### src/rtl/seq_pattern_detector_pkg.sv
// Shared types and limits for the serial pattern detector.
//   det_state_t : detector FSM state (FILL while history is short, ARMED once full)
//   LEN_MAX     : largest supported pattern length
//   CNT_W_MAX   : largest supported match-counter width
package seq_det_pkg;

    localparam int unsigned LEN_MAX   = 32;
    localparam int unsigned CNT_W_MAX = 32;

    typedef enum logic {
        FILL  = 1'b0,
        ARMED = 1'b1
    } det_state_t;

endpackage

### src/rtl/seq_pattern_detector_if.sv
// Control/stream/result bundle for seq_pattern_detector.
//   clear, pattern, overlap, in_valid, in_bit : driven by the stream source (master)
//   match, match_count, armed                 : driven by the detector (slave)
interface seq_pattern_detector_if #(
    parameter int unsigned LEN   = 4,
    parameter int unsigned CNT_W = 8
) ();

    logic             clear;
    logic [LEN-1:0]   pattern;
    logic             overlap;
    logic             in_valid;
    logic             in_bit;
    logic             match;
    logic [CNT_W-1:0] match_count;
    logic             armed;

    modport master (
        output clear, pattern, overlap, in_valid, in_bit,
        input  match, match_count, armed
    );

    modport slave (
        input  clear, pattern, overlap, in_valid, in_bit,
        output match, match_count, armed
    );

endinterface

### src/rtl/seq_pattern_detector_sat_counter.sv
// Saturating up-counter with synchronous clear.
//   clk, rst_n : clock, asynchronous active-low reset
//   clr        : synchronous clear to zero (wins over inc)
//   inc        : increment request; ignored once the count is all-ones
//   q          : current count
module sat_counter #(
    parameter int unsigned W = 8
) (
    input  logic         clk,
    input  logic         rst_n,
    input  logic         clr,
    input  logic         inc,
    output logic [W-1:0] q
);

    logic [W-1:0] cnt_q;

    always_ff @(posedge clk or negedge rst_n) begin
        if (!rst_n) begin
            cnt_q <= '0;
        end else if (clr) begin
            cnt_q <= '0;
        end else if (inc && (cnt_q != {W{1'b1}})) begin
            cnt_q <= cnt_q + W'(1);
        end
    end

    assign q = cnt_q;

endmodule

### src/rtl/seq_pattern_detector.sv
// Serial pattern detector: matches a latched LEN-bit pattern against a
// qualified one-bit stream, with overlapping or non-overlapping detection.
//   clk, rst_n : clock, asynchronous active-low reset
//   bus        : slave side of seq_pattern_detector_if
//                (clear/pattern/overlap/in_valid/in_bit in; match/match_count/armed out)
module seq_pattern_detector
    import seq_det_pkg::*;
#(
    parameter int unsigned LEN   = 4,
    parameter int unsigned CNT_W = 8
) (
    input  logic                  clk,
    input  logic                  rst_n,
    seq_pattern_detector_if.slave bus
);

    localparam int unsigned FILL_W = $clog2(LEN + 1);

    // Elaboration-time parameter range checks
    if ((LEN < 2) || (LEN > LEN_MAX)) begin : g_bad_len
        $error("seq_pattern_detector: LEN out of range");
    end
    if ((CNT_W < 1) || (CNT_W > CNT_W_MAX)) begin : g_bad_cnt_w
        $error("seq_pattern_detector: CNT_W out of range");
    end

    det_state_t        state_q, state_d;
    logic [LEN-1:0]    hist_q, hist_d;
    logic [LEN-1:0]    pat_q, pat_d;
    logic [FILL_W-1:0] fill_q, fill_d;
    logic              match_q, match_d;

    logic              accept_c;
    logic              hit_c;
    logic [LEN-1:0]    shifted_c;

    // clear drops any bit presented in the same cycle
    assign accept_c  = bus.in_valid & ~bus.clear;
    assign shifted_c = {hist_q[LEN-2:0], bus.in_bit};
    // In FILL a hit is only possible on the bit that completes the history
    assign hit_c     = accept_c && (shifted_c == pat_q) &&
                       ((fill_q >= FILL_W'(LEN - 1)) || (state_q == ARMED));

    // State registers
    always_ff @(posedge clk or negedge rst_n) begin
        if (!rst_n) begin
            state_q <= FILL;
            hist_q  <= '0;
            pat_q   <= '0;
            fill_q  <= '0;
            match_q <= 1'b0;
        end else begin
            state_q <= state_d;
            hist_q  <= hist_d;
            pat_q   <= pat_d;
            fill_q  <= fill_d;
            match_q <= match_d;
        end
    end

    // Next-state: flush on clear, otherwise shift/fill/compare on accepted bits
    always_comb begin
        state_d = state_q;
        hist_d  = hist_q;
        pat_d   = pat_q;
        fill_d  = fill_q;
        match_d = 1'b0;

        if (bus.clear) begin
            pat_d   = bus.pattern;
            hist_d  = '0;
            fill_d  = '0;
            state_d = FILL;
        end else if (accept_c) begin
            hist_d = shifted_c;
            if (state_q == FILL) begin
                fill_d = fill_q + FILL_W'(1);
                if (fill_q == FILL_W'(LEN - 1)) begin
                    state_d = ARMED;
                end
            end
            if (hit_c) begin
                match_d = 1'b1;
                // Non-overlapping: matched bits must not seed the next match
                if (!bus.overlap) begin
                    state_d = FILL;
                    fill_d  = '0;
                end
            end
        end
    end

    sat_counter #(
        .W (CNT_W)
    ) u_match_cnt (
        .clk   (clk),
        .rst_n (rst_n),
        .clr   (bus.clear),
        .inc   (hit_c),
        .q     (bus.match_count)
    );

    assign bus.match = match_q;
    assign bus.armed = (state_q == ARMED);

endmodule

### src/flat_wrapper.sv
// flat-port wrapper written by rule: the top's interface ports become plain ports
module seq_pattern_detector_flat import seq_det_pkg::*;
#(
    parameter int unsigned LEN   = 4,
    parameter int unsigned CNT_W = 8
)
  (clk, rst_n, bus_clear, bus_pattern, bus_overlap, bus_in_valid, bus_in_bit, bus_match, bus_match_count, bus_armed);
  seq_pattern_detector_if #(.LEN(LEN), .CNT_W(CNT_W)) bus_i ();
  input  logic clk;
  input  logic rst_n;
  input wire logic [$bits(bus_i.clear)-1:0] bus_clear;
  input wire logic [$bits(bus_i.pattern)-1:0] bus_pattern;
  input wire logic [$bits(bus_i.overlap)-1:0] bus_overlap;
  input wire logic [$bits(bus_i.in_valid)-1:0] bus_in_valid;
  input wire logic [$bits(bus_i.in_bit)-1:0] bus_in_bit;
  output wire logic [$bits(bus_i.match)-1:0] bus_match;
  output wire logic [$bits(bus_i.match_count)-1:0] bus_match_count;
  output wire logic [$bits(bus_i.armed)-1:0] bus_armed;
  assign bus_i.clear = bus_clear;
  assign bus_i.pattern = bus_pattern;
  assign bus_i.overlap = bus_overlap;
  assign bus_i.in_valid = bus_in_valid;
  assign bus_i.in_bit = bus_in_bit;
  assign bus_match = bus_i.match;
  assign bus_match_count = bus_i.match_count;
  assign bus_armed = bus_i.armed;
  seq_pattern_detector #(.LEN(LEN), .CNT_W(CNT_W)) u_core (.clk(clk), .rst_n(rst_n), .bus(bus_i));
endmodule
### config.mk
export PLATFORM = sky130hd
export DESIGN_NAME = seq_pattern_detector_flat
export DESIGN_NICKNAME = d
export VERILOG_FILES = /design/src/rtl/seq_pattern_detector_pkg.sv /design/src/rtl/seq_pattern_detector_if.sv /design/src/rtl/seq_pattern_detector_sat_counter.sv /design/src/rtl/seq_pattern_detector.sv /design/src/flat_wrapper.sv
export SDC_FILE = /design/constraint.sdc
export NUM_CORES = 1
export LEC_CHECK = 0
export CORE_MARGIN = 2
export CORE_UTILIZATION = 32
export CTS_CLUSTER_SIZE = 28
export DETAILED_ROUTE_END_ITERATION = 7
export GPL_TIMING_DRIVEN = 0
export PLACE_DENSITY = 0.56
export SYNTH_ARGS = -nofsm -noshare
export SYNTH_HDL_FRONTEND = slang
export SYNTH_SLANG_ARGS = --single-unit
### constraint.sdc
create_clock -name clk -period 2.9 [get_ports clk]
set_input_delay 0.58 -clock clk [delete_from_list [all_inputs] [get_ports clk]]
set_output_delay 0.58 -clock clk [all_outputs]
set_load 0.05 [all_outputs]
==> impl_metrics.toml, run 1 <==
[layout]
layout_commonest_cell = "dfrtp_1"
diodes = 0
finalCoreUtilization_pct = 41.5
layout.nets = 128
layout-drive-gt1-share_pct = 18.4
fillCellCount = 330
mostFrequentLayoutCells = "dfrtp_1, clkdlybuf4s50_1, nor2_1"
syn_to_final_growth_pct = 24.9

[floorplan]
start_util_pct = 33.2
die_y_um = 62.6
ios = 20
core_um2 = 3310
row_count = 21
die_w_um = 62.6
fp.dieArea_um2 = 3920

[run]
maxCapViolations = 0

[clock_network]
hold_buffers = 0
cts_setup_buffers = 0
cts-root-buf = "clkbuf_4"
cts_tree = "built"
clock-sinks = 20
numCtsBuffers = 3
clkSlewWorstSetupHoldPaths_ns = 0.11
cts_buffer_depth = 2
insertion_delay_ns = 0.31
h-tree-depth = 1
post_cts_resized = 0

[route]
first_pass_iters = 4
drtIter0Drc = 28
ant_nets = 0
viasPerCell = 4.66
wl_per_cell_um = 12.5
wirelength_mm = 2.01
vias = 746
drc_errors = 0

[setup_path]
crit_fanout = 7
start_kind = "flop"
worstSetupEndpointType = "primary output"
cp_slowest_stage_delay_ns = 0.84
critPathBufInv = 1
crit_slowest_cell = "clkdlybuf4s50_1"
worstPathCellList = "clkdlybuf4s50_1"
cp_data_required_time_ns = 2.32
crit_family = "buffers and inverters"
arrival_ns = 1.61
path_class = "reg -> out"

[yosys]
syn-num-nets = 105
async_flop_share_pct = 100
ys_seq_area_share_pct = 45.6
synth-edff-count = 0
synth.area.mux_share_pct = 8.66
netlist_instances = 92
synth_fa_ha_area_share_pct = 3.42
synth_top_family_by_area = "simple AND/OR/NAND/NOR gates"
synth_xor_area_share_pct = 9.34
yosys.area.top_type = "dfrtp_1"
post_synth_num_cell_types = 33
synth.top_cell.area_share_pct = 45.6
synth_area_leaders = "dfrtp_1, mux2i_1, xnor2_2, mux2_2, ha_1"
syn_area_um2 = 1100
synth.avg_cell_area_um2 = 11.9
ys_ff_latch = 20
synthSimpleGateAreaFrac_pct = 19.6
yosys_warnings = 0
ys.flop_type = "dfrtp_1"
synth_compound_area_share_pct = 10.4

[global_route]
grt_pass1_wl_mm = 3.62
grt_max_degree = 21
antenna_found_initial = 0
grt_pass1_vias = 770
overflow = 0
track_usage_pct = 12.0

[placed_design]
port_buffers = 18
pre_cts_ws_ns = 0.550
hpwl_mm = 1.58
finalWeightedCongestion = 0.729

[timing]
hold_viol_final = 0
maxSlewViolCount = 0
rsz0062_at_grt = "false"
max_freq_mhz = 457
maxSlewHeadroom_pct = 40.6
finalSetupViolations = 0
setup-tns-final_ns = 0
final.setup_skew_ns = 0.00106
worstMarginPinSlew_ns = 0.888
fin_crit_sh_pct = 75.5
period_minus_slack_ns = 2.19
setup_ws_ns = 0.710

[power_and_ir_drop]
p_total_mw = 0.539
powerDensity_nw_per_um2 = 393
ir_drop_mv = 0.228
power.leakage_nw = 0.617

[outcome]
status = "finished, final reports clean"

[worst_hold_path]
hold_path.class = "reg -> reg"
==> layer usage <==
layer / wire length (um) / vias up / GRT usage (%)
met1: 925 / 357 / 14.0
met2: 970 / 11 / 19.9
met3: 44 / 5 / 2.16
met4: 66 / 0 / 8.33
met5: 0 / - / 0
li1: - / 373 / -
==> sequential cells by signal (all words and copies together), names as in the netlist <==
| signal | count |
|---|---|
| u_core.u_match_cnt.q | 8 |
| u_core.hist_q | 3 |
| u_core.bus.match | 1 |
| u_core.pat_q | 4 |
| u_core.bus.armed | 1 |
| u_core.fill_q | 3 |
==> power by group <==
part	leakage [nW]	internal [mW]	switching [mW]	total, mW
clock network	0.0210	0.0768	0.0880	0.165
logic	0.328	0.0396	0.0346	0.0743
registers	0.268	0.288	0.0114	0.300
total	0.617	0.405	0.134	0.539
==> synthesized netlist by cell type, types with 2 or more instances <==
library cell,number
nand2b_1,2
xnor2_2,3
nand2_1,2
dfrtp_1,20
mux2i_1,5
buf_2,3
a21oi_1,5
nor2_1,10
inv_1,5
and3_1,2
o21ba_1,2
mux2_2,4
nand3_1,2
a22o_1,2
ha_1,3
xnor2_1,3
nor4_1,2
and2_1,2
==> per-stage QoR <==
step           cells  hold WS (ns)  instance area (um2)
6_report         160         0.528                 1370
5_1_grt          160         0.575                 1370
4_1_cts          160         0.539                 1370
3_5_place_dp     156         0.523                 1340
3_3_place_gp     156         0.513                 1340
2_1_floorplan     92         0.284                 1100
==> final timing paths <==
kind | start | endpoint | slack (ns) | cells past startpoint
worst max-delay path | u_core.bus.armed$_DFFE_PN0P_ | bus_armed | 0.71 | 1
worst min-delay path | u_core.u_match_cnt.q[2]$_DFFE_PN0P_ | u_core.u_match_cnt.q[2]$_DFFE_PN0P_ | 0.53 | 1
worst max register to register | u_core.fill_q[0]$_DFFE_PN0P_ | u_core.fill_q[2]$_DFFE_PN0P_ | 0.82 | 6
worst min register to register | u_core.u_match_cnt.q[2]$_DFFE_PN0P_ | u_core.u_match_cnt.q[2]$_DFFE_PN0P_ | 0.53 | 1
max in group asynchronous | rst_n | u_core.fill_q[1]$_DFFE_PN0P_ | 1.60 | 1
min in group asynchronous | rst_n | u_core.fill_q[2]$_DFFE_PN0P_ | 0.76 | 1
==> cell families after synthesis <==
group | count (synthesis)
and+or+nand+nor | 30
DFF | 20
AOI/OAI and AO/OA | 15
muxes | 9
buffers and inverters | 8
xor gates and xnor gates | 7
adders and majority gates | 3
==> final cells by class <==
class	count	area (um2)	area share, %
Multi-Input combinational cell	64	564	41.1
Timing Repair Buffer	18	180	13.1
Clock buffer	4	36.3	2.64
Buffer	3	15.0	1.09
Sequential cell	20	500	36.5
Inverter	5	18.8	1.37
Tap cell	46	57.6	4.19
Note: power is estimated with default switching activity, not from simulation.
==> run 2, diff against run 1 <==
--- a/config.mk
+++ b/config.mk
@@ -10,7 +10,7 @@
 export CTS_CLUSTER_SIZE = 28
 export DETAILED_ROUTE_END_ITERATION = 7
 export GPL_TIMING_DRIVEN = 0
-export PLACE_DENSITY = 0.56
+export PLACE_DENSITY = 0.58
 export SYNTH_ARGS = -nofsm -noshare
 export SYNTH_HDL_FRONTEND = slang
 export SYNTH_SLANG_ARGS = --single-unit
==> constraint.sdc (replaced) <==
create_clock -name clk -period 1.99 [get_ports clk]
set_input_delay 0.398 -clock clk [delete_from_list [all_inputs] [get_ports clk]]
set_output_delay 0.398 -clock clk [all_outputs]
set_load 0.05 [all_outputs]
==> impl_metrics.toml, run 2 (same netlist as run 1, synthesis figures left out) <==
[outcome]
status = "finished, final reports clean"

[setup_path]
start_kind = "flop"
crit_slowest_cell = "clkdlybuf4s50_1"
regToRegStartpoint = "u_core.fill_q[0]$_DFFE_PN0P_"
crit_cells = 1
cp_slowest_stage_delay_ns = 0.81
worst_r2r_path_depth = 7
path_class = "reg -> out"
worstSetupEndpoint = "bus_match_count[5]"
r2r_slack_ns = 0.14
critPathBufInv = 1
worstPathCellList = "clkdlybuf4s50_1"
crit_family = "buffers and inverters"
worstSetupEndpointType = "primary output"
r2r_end = "u_core.u_match_cnt.q[5]$_DFFE_PN0P_"
crit_path_start = "u_core.u_match_cnt.q[5]$_DFFE_PN0P_"
cp_data_required_time_ns = 1.59
crit_fanout = 4
arrival_ns = 1.54

[worst_hold_path]
hold_path.class = "in -> reg"

[clock_network]
cts-root-buf = "clkbuf_4"
clkSlewWorstSetupHoldPaths_ns = 0.13
h-tree-depth = 1
insertion_delay_ns = 0.32
hold_buffers = 0
numCtsBuffers = 3
clock-sinks = 20
cts_tree = "built"
cts_buffer_depth = 2

[timing]
period_minus_slack_ns = 1.94
maxSlewHeadroom_pct = 38.7
hold_viol_final = 0
final.setup_skew_ns = 0.0132
max_freq_mhz = 517
setup_ws_ns = 0.0543
fin_crit_sh_pct = 97.3
rsz0062_at_grt = "false"
worstMarginPinSlew_ns = 0.916
finalSetupViolations = 0
maxSlewViolCount = 0

[floorplan]
core_um2 = 3310
die_y_um = 62.6
die_w_um = 62.6
start_util_pct = 33.2
ios = 20
row_count = 21
fp.dieArea_um2 = 3920

[global_route]
track_usage_pct = 12.3
grt_pass1_wl_mm = 3.68
overflow = 0
grt_max_degree = 21
antenna_found_initial = 0
grt_pass1_vias = 802

[route]
first_pass_iters = 2
met1_length_um = 929
highest_layer = "met4"
vias = 763
viasPerCell = 4.74
drtIter0Drc = 10
wl_per_cell_um = 12.9
drc_errors = 0
dr_wl_met2_mm = 1.03
wirelength_mm = 2.07
wl_met3_um = 49
ant_nets = 0

[placed_design]
finalWeightedCongestion = 0.688
hpwl_mm = 1.49
pre_cts_ws_ns = -0.134
port_buffers = 18

[power_and_ir_drop]
ir_drop_mv = 0.263
power.leakage_nw = 0.729
powerDensity_nw_per_um2 = 630
p_total_mw = 0.891

[layout]
layout_commonest_cell = "dfrtp_1"
largest_reg_flops = 8
layout.nets = 129
syn_to_final_growth_pct = 28.7
diodes = 0
fillCellCount = 334
layout-drive-gt1-share_pct = 20.0
mostFrequentLayoutCells = "dfrtp_1, clkdlybuf4s50_1, nor2_1"

[run]
maxCapViolations = 0
==> run 2: cell count changes in the layout (fill, tap and decap cells not counted) <==
cell,delta
clkdlybuf4s50_1,-6
dlymetal6s2s_1,+5
buf_4,+1
bufinv_16,+1
clkbuf_8,-1
dlygate4sd2_1,+1
nor4_1,-1
nor4_2,+1
==> run 2: worst min path at each step <==
stage	startpoint	to	cells past startpoint
CTS	bus_in_valid	u_core.bus.armed$_DFFE_PN0P_	2
detailed placement	u_core.u_match_cnt.q[2]$_DFFE_PN0P_	u_core.u_match_cnt.q[2]$_DFFE_PN0P_	1
floorplan	rst_n	u_core.bus.armed$_DFFE_PN0P_	0
global route	bus_in_valid	u_core.bus.armed$_DFFE_PN0P_	2
finish	bus_in_valid	u_core.bus.armed$_DFFE_PN0P_	2
global placement	u_core.u_match_cnt.q[2]$_DFFE_PN0P_	u_core.u_match_cnt.q[2]$_DFFE_PN0P_	1
==> run 2: layer usage <==
metal  track usage (%)  vias up
li1                  -      375
met1              13.8      372
met2              21.6       11
met3              1.62        5
met4              8.33        0
met5                 0        -
==> run 2: per-stage QoR <==
step	TNS [ns]	hold slack (ns)	instance area (um2)	std cells	util (%)
after detailed placement	-0.312	0.531	1340	156	40.4
after floorplan	0	0.102	1100	92	-
after CTS	0	0.428	1400	161	42.3
final	0	0.448	1410	161	42.7
after global placement	-0.245	0.515	1340	156	40.4
after global routing	0	0.456	1410	161	42.7
==> run 2: cell type report <==
type	count	area [um2]	share of cell area (%)
Sequential cell	20	500	35.4
Timing Repair Buffer	19	199	14.1
Buffer	3	15.0	1.06
Tap cell	46	57.6	4.07
Multi-Input combinational cell	64	571	40.4
Clock buffer	3	22.5	1.59
Clock inverter	1	30.0	2.12
Inverter	5	18.8	1.33
==> run 2: power by group <==
group	switching [mW]	internal [mW]	leakage (nW)
clock	0.139	0.204	0.0279
combinational	0.0529	0.0598	0.433
sequential	0.0153	0.420	0.268
==> run 2: timing repair <==
action	4_1_cts	5_1_grt
cloned	0	0
buffers inserted	1	0
setup endpoints to repair	5	10
pin swaps	0	1
gates resized for setup	2	5
